File: config.mk
export PLATFORM = sky130hd
export DESIGN_NAME = sme_char_loader_flat
export DESIGN_NICKNAME = d
export VERILOG_FILES = /design/src/rtl/sme_char_loader_if.sv /design/src/rtl/sme_char_loader.sv /design/src/flat_wrapper.sv
export SDC_FILE = /design/constraint.sdc
export NUM_CORES = 1
export LEC_CHECK = 0
export CAP_MARGIN = 20
export CORE_MARGIN = 2
export CORE_UTILIZATION = 49
export CTS_CLUSTER_DIAMETER = 200
export DETAILED_ROUTE_END_ITERATION = 10
export PLACE_DENSITY = 0.81
export SYNTH_ARGS = -nofsm -noshare
export SYNTH_HDL_FRONTEND = slang
export SYNTH_SLANG_ARGS = --single-unit
File: constraint.sdc
create_clock -name clk -period 2.45 [get_ports clk]
set_clock_uncertainty 0.15 [all_clocks]
set_input_delay 0.735 -clock clk [delete_from_list [all_inputs] [get_ports clk]]
set_output_delay 0.735 -clock clk [all_outputs]
set_load 0.1 [all_outputs]
File: src/rtl/sme_char_loader_if.sv
// Character-stream bus of the SME input stage: serial char inputs plus the
// captured string/pattern buffers handed on to the pe_slave array.
interface sme_char_loader_if #(
  parameter int unsigned STR_MAX = 32,
  parameter int unsigned PAT_MAX = 8
);
  localparam int unsigned SCW = $clog2(STR_MAX + 1);
  localparam int unsigned PCW = $clog2(PAT_MAX + 1);

  logic [7:0]           chardata;
  logic                 isstring;
  logic                 ispattern;
  logic [8*STR_MAX-1:0] str_reg;
  logic [8*PAT_MAX-1:0] pat_reg;
  logic [SCW-1:0]       str_last_idx;
  logic [PCW-1:0]       pat_last_idx;
  logic                 valid;
  logic                 str_loaded;
  logic                 ovf;

  modport master (
    output chardata, isstring, ispattern,
    input  str_reg, pat_reg, str_last_idx, pat_last_idx, valid, str_loaded, ovf
  );

  modport slave (
    input  chardata, isstring, ispattern,
    output str_reg, pat_reg, str_last_idx, pat_last_idx, valid, str_loaded, ovf
  );
endinterface

File: src/rtl/sme_char_loader.sv
// SME input stage: packs the serial string/pattern char stream into flat
// buffers and pulses valid once a complete pattern has been received.
module sme_char_loader #(
  parameter int unsigned STR_MAX = 32,
  parameter int unsigned PAT_MAX = 8
) (
  input  logic              clk,
  input  logic              reset,
  sme_char_loader_if.slave  bus
);
  localparam int unsigned SCW = $clog2(STR_MAX + 1);
  localparam int unsigned PCW = $clog2(PAT_MAX + 1);
  localparam logic [SCW-1:0] STR_FULL = SCW'(STR_MAX);
  localparam logic [PCW-1:0] PAT_FULL = PCW'(PAT_MAX);

  typedef enum logic [1:0] {IDLE, STR, PAT} state_t;

  state_t               r_state,      w_state_nxt;
  logic [8*STR_MAX-1:0] r_str_reg,    w_str_reg_nxt;
  logic [8*PAT_MAX-1:0] r_pat_reg,    w_pat_reg_nxt;
  logic [SCW-1:0]       r_str_cnt,    w_str_cnt_nxt;
  logic [PCW-1:0]       r_pat_cnt,    w_pat_cnt_nxt;
  logic [SCW-1:0]       r_str_last,   w_str_last_nxt;
  logic [PCW-1:0]       r_pat_last,   w_pat_last_nxt;
  logic                 r_valid,      w_valid_nxt;
  logic                 r_str_loaded, w_str_loaded_nxt;
  logic                 r_ovf,        w_ovf_nxt;

  logic w_str_sel;
  logic w_pat_sel;

  // isstring has priority when both strobes are high
  assign w_str_sel = bus.isstring;
  assign w_pat_sel = bus.ispattern & ~bus.isstring;

  always_comb begin
    w_state_nxt      = IDLE;
    w_str_reg_nxt    = r_str_reg;
    w_pat_reg_nxt    = r_pat_reg;
    w_str_cnt_nxt    = r_str_cnt;
    w_pat_cnt_nxt    = r_pat_cnt;
    w_str_last_nxt   = r_str_last;
    w_pat_last_nxt   = r_pat_last;
    w_str_loaded_nxt = r_str_loaded;
    w_ovf_nxt        = r_ovf;
    w_valid_nxt      = (r_state == PAT) && !w_pat_sel;

    if (w_str_sel) begin
      w_state_nxt      = STR;
      w_str_loaded_nxt = 1'b1;
      if (r_state != STR) begin
        w_str_reg_nxt      = '0;
        w_str_reg_nxt[7:0] = bus.chardata;
        w_str_cnt_nxt      = SCW'(1);
        w_str_last_nxt     = '0;
      end else if (r_str_cnt < STR_FULL) begin
        for (int unsigned i = 0; i < STR_MAX; i++)
          if (r_str_cnt == SCW'(i)) w_str_reg_nxt[8*i +: 8] = bus.chardata;
        w_str_cnt_nxt  = r_str_cnt + SCW'(1);
        w_str_last_nxt = r_str_cnt;
      end else begin
        w_ovf_nxt = 1'b1;
      end
    end else if (w_pat_sel) begin
      w_state_nxt = PAT;
      if (r_state != PAT) begin
        w_pat_reg_nxt      = '0;
        w_pat_reg_nxt[7:0] = bus.chardata;
        w_pat_cnt_nxt      = PCW'(1);
        w_pat_last_nxt     = '0;
      end else if (r_pat_cnt < PAT_FULL) begin
        for (int unsigned i = 0; i < PAT_MAX; i++)
          if (r_pat_cnt == PCW'(i)) w_pat_reg_nxt[8*i +: 8] = bus.chardata;
        w_pat_cnt_nxt  = r_pat_cnt + PCW'(1);
        w_pat_last_nxt = r_pat_cnt;
      end else begin
        w_ovf_nxt = 1'b1;
      end
    end
  end

  always_ff @(posedge clk) begin
    if (reset) begin
      r_state      <= IDLE;
      r_str_reg    <= '0;
      r_pat_reg    <= '0;
      r_str_cnt    <= '0;
      r_pat_cnt    <= '0;
      r_str_last   <= '0;
      r_pat_last   <= '0;
      r_valid      <= 1'b0;
      r_str_loaded <= 1'b0;
      r_ovf        <= 1'b0;
    end else begin
      r_state      <= w_state_nxt;
      r_str_reg    <= w_str_reg_nxt;
      r_pat_reg    <= w_pat_reg_nxt;
      r_str_cnt    <= w_str_cnt_nxt;
      r_pat_cnt    <= w_pat_cnt_nxt;
      r_str_last   <= w_str_last_nxt;
      r_pat_last   <= w_pat_last_nxt;
      r_valid      <= w_valid_nxt;
      r_str_loaded <= w_str_loaded_nxt;
      r_ovf        <= w_ovf_nxt;
    end
  end

  assign bus.str_reg      = r_str_reg;
  assign bus.pat_reg      = r_pat_reg;
  assign bus.str_last_idx = r_str_last;
  assign bus.pat_last_idx = r_pat_last;
  assign bus.valid        = r_valid;
  assign bus.str_loaded   = r_str_loaded;
  assign bus.ovf          = r_ovf;
endmodule
File: src/flat_wrapper.sv
// flat-port wrapper written by rule: the top's interface ports become plain ports
module sme_char_loader_flat 
#(
  parameter int unsigned STR_MAX = 32,
  parameter int unsigned PAT_MAX = 8
)
  (clk, reset, bus_chardata, bus_isstring, bus_ispattern, bus_str_reg, bus_pat_reg, bus_str_last_idx, bus_pat_last_idx, bus_valid, bus_str_loaded, bus_ovf);
  sme_char_loader_if #(.STR_MAX(STR_MAX), .PAT_MAX(PAT_MAX)) bus_i ();
  input  logic clk;
  input  logic reset;
  input wire logic [$bits(bus_i.chardata)-1:0] bus_chardata;
  input wire logic [$bits(bus_i.isstring)-1:0] bus_isstring;
  input wire logic [$bits(bus_i.ispattern)-1:0] bus_ispattern;
  output wire logic [$bits(bus_i.str_reg)-1:0] bus_str_reg;
  output wire logic [$bits(bus_i.pat_reg)-1:0] bus_pat_reg;
  output wire logic [$bits(bus_i.str_last_idx)-1:0] bus_str_last_idx;
  output wire logic [$bits(bus_i.pat_last_idx)-1:0] bus_pat_last_idx;
  output wire logic [$bits(bus_i.valid)-1:0] bus_valid;
  output wire logic [$bits(bus_i.str_loaded)-1:0] bus_str_loaded;
  output wire logic [$bits(bus_i.ovf)-1:0] bus_ovf;
  assign bus_i.chardata = bus_chardata;
  assign bus_i.isstring = bus_isstring;
  assign bus_i.ispattern = bus_ispattern;
  assign bus_str_reg = bus_i.str_reg;
  assign bus_pat_reg = bus_i.pat_reg;
  assign bus_str_last_idx = bus_i.str_last_idx;
  assign bus_pat_last_idx = bus_i.pat_last_idx;
  assign bus_valid = bus_i.valid;
  assign bus_str_loaded = bus_i.str_loaded;
  assign bus_ovf = bus_i.ovf;
  sme_char_loader #(.STR_MAX(STR_MAX), .PAT_MAX(PAT_MAX)) u_core (.clk(clk), .reset(reset), .bus(bus_i));
endmodule
==> reports/metrics.yaml <==
placed_design:
  place_area_um2: 17180
  io_buffer_count: 344
  place_inst: 2267
  routabilityCongestion: 0.8200
  dp_hpwl_um: 30440
synth:
  synth_top_area_frac: 0.5117
  netlist_area_um2: 13500
  async_flop_share: 0
  postSynthAreaPerCell_um2: 8.373
  ys_ff_latch: 345
  yosysSeqAreaShare: 0.5117
  synthTopCellsByArea: "dfxtp_1 51%, nand3_1 9.2%, a21oi_1 8.9%"
  synth_edf_count: 0
  yosys_warnings: 0
  synth_fp_nets: 1633
  synth_top_area_cell: "dfxtp_1"
  ys_types: 47
  synth_ff_type: "dfxtp_1"
  synthCells: 1612
floorplan:
  rows: 60
  dieArea_um2: 28890
  start_util: 0.4994
  io_pins: 345
  core_um2: 27030
  die_x_um: 170.0
  die_h_um: 170.0
clock_network:
  hold_buffers: 0
  cts.sinks: 345
  clk_latency_ps: 520
  path_clk_slew_ps: 60
  htree_num_levels: 2
  numCtsBuffers: 36
  cts_tree: "done"
  cts_root_buffer: "clkbuf_16"
  clock_path_buffers: 3
routing:
  viasPerCell: 5.771
  drt_iter0_markers: 1359
  top_layer_used: "met4"
  routed_wl_um: 45520
  via_count: 13450
  antenna_left: 0
  drtPass1Iterations: 5
  met2_length_um: 21510
  routedWlPerCell_um: 19.53
  m1WireLength_um: 18350
  post-route-drc-count: 0
  dr_wl_met3_um: 4185
worst_setup_path:
  worstPathRequired_ps: 2700
  r2r_start: "u_core.r_str_cnt[0]"
  worstSetupPathType: "register to register"
  r2r-end: "u_core.bus.str_reg[1]"
  worst_ep_arrival_time_ps: 2480
  crit_path_start: "u_core.r_str_cnt[0]"
  end_kind: "register"
  critical_path.endpoint: "u_core.bus.str_reg[1]"
  worst_setup_path_start_kind: "register"
  rr_worst_depth: 7
  r2r_slack_ps: 220
  crit_fanout: 8
pwr:
  power.leakage_nw: 7.186
  worst_ir_drop_vdd_v: 0.0005206
  powerDensity_nw_per_um2: 668.1
  total_power_w: 0.01232
cells_and_area:
  fin_cells: 2331
  final_common_cell: "buf_4"
  largest_reg_flops: 256
  n_antenna_cell: 0
  syn_to_final_growth_pct: 36.67
  fillCellCount: 2111
  mostFrequentLayoutCells: "403 x buf_4, 345 x dfxtp_1, 268 x nand2_1, 247 x nand3_1, 241 x a21oi_1"
  final_util: 0.6825
  layout.nets: 1985
  final_layout_size_suffix_gt1_frac: 0.2889
  design_area_um2: 18450
grt:
  grt_max_degree: 78
  grt_pass1_vias: 12590
  grt_first_pass_wirelength_um: 68990
  overflow: 0
  grt_util_all_layers: 0.3008
  antenna_found_initial: 0
timing:
  slew_viol_final: 0
  setup_viol: 0
  hold-worst-slack_ps: 318.1
  finalCritPeriodShare: 0.9112
  rsz0062_at_grt: "false"
  hold_viol: 0
  tightest_slew_ps: 589.8
  slew_headroom: 0.6060
  finalCriticalPeriod_ps: 2232
  max_freq_mhz: 448.0
run:
  maxCapViolCount: 0
min_path:
  hold_path_class: "register to register"
status:
  outcome: "complete, no violations"
repair_timing:
action | CTS | global route
resized for setup | 0 | 2
setup buffers | 0 | 0
setup endpoints to repair | 0 | 9
synthesized netlist by cell type (3+ instances only):
| master | instances |
|---|---|
| nor3_1 | 3 |
| clkbuf_1 | 82 |
| a211oi_1 | 3 |
| nor2_1 | 122 |
| a22oi_1 | 14 |
| nand2_1 | 269 |
| nand3_1 | 247 |
| nand2b_1 | 8 |
| ha_1 | 9 |
| dfxtp_1 | 345 |
| buf_6 | 3 |
| nor2_4 | 6 |
| o21ai_0 | 66 |
| nand4b_1 | 5 |
| buf_2 | 47 |
| mux2_2 | 55 |
| mux2i_1 | 23 |
| and2_0 | 6 |
| and2_1 | 4 |
| nor2b_1 | 10 |
| a21oi_1 | 241 |
| and3_1 | 3 |
| and4b_1 | 3 |
| inv_1 | 7 |
final cells by class:
| cell class | count | area, µm² | area share |
|---|---|---|---|
| flip-flops and latches | 345 | 6907 | 0.3744 |
| multi-input cells | 1127 | 6021 | 0.3264 |
| repair buffers | 447 | 3804 | 0.2062 |
| clock buffers | 49 | 1041 | 0.05643 |
| well taps | 341 | 426.7 | 0.02313 |
| clock inverters | 15 | 221.5 | 0.01201 |
| inverters | 7 | 26.28 | 0.001424 |
critical path, cell delays in order (launching register included):
cell and delay, ps:
dfxtp_1 470, inv_1 130, ha_1 280, nor2b_2 240, a22oi_1 290, buf_4 260, mux2i_1 240, nor2_1 60
how the worst min path moves through the flow:
stage / start / end / cells past startpoint
6_report: u_core.bus.str_reg[186] / u_core.bus.str_reg[186] / 2
5_1_grt: u_core.bus.str_reg[195] / u_core.bus.str_reg[195] / 2
4_1_cts: u_core.bus.str_reg[159] / u_core.bus.str_reg[159] / 2
3_5_place_dp: u_core.bus.str_reg[159] / u_core.bus.str_reg[159] / 2
3_3_place_gp: u_core.bus.str_reg[215] / u_core.bus.str_reg[215] / 2
2_1_floorplan: u_core.r_pat_cnt[0] / u_core.r_pat_cnt[0] / 1
where the power goes:
part           internal (W)  leakage (nW)  total [W]  switching, W
Combinational      0.000205          3.79   0.000833      0.000627
Clock               0.00353         0.614    0.00583       0.00230
Sequential          0.00564          2.78    0.00567     0.0000249
Total               0.00937          7.19     0.0123       0.00295
cells by family after synthesis:
| kind of cell | after synthesis | synth area share |
|---|---|---|
| buffers and inverters | 140 | 0.04496 |
| DFF | 345 | 0.5117 |
| muxes | 79 | 0.06378 |
| adders and majority gates | 9 | 0.008344 |
| and+or+nand+nor | 706 | 0.2418 |
| AOI/OAI and AO/OA | 333 | 0.1294 |
per-layer routing:
| layer | global-route usage | vias up |
|---|---|---|
| li1 | - | 6221 |
| met1 | 0.3877 | 6425 |
| met2 | 0.4988 | 696 |
| met3 | 0.06488 | 110 |
| met4 | 0.1074 | 0 |
| met5 | 0 | - |
per-stage QoR:
stage	TNS (ps)	worst slack, ps
floorplan	0	310.8
global placement	-90410	-397.9
finish	0	217.6
detailed placement	-100070	-413.6
CTS	0	97.70
global route	0	134.3
Power figures use the tool's default switching activity.
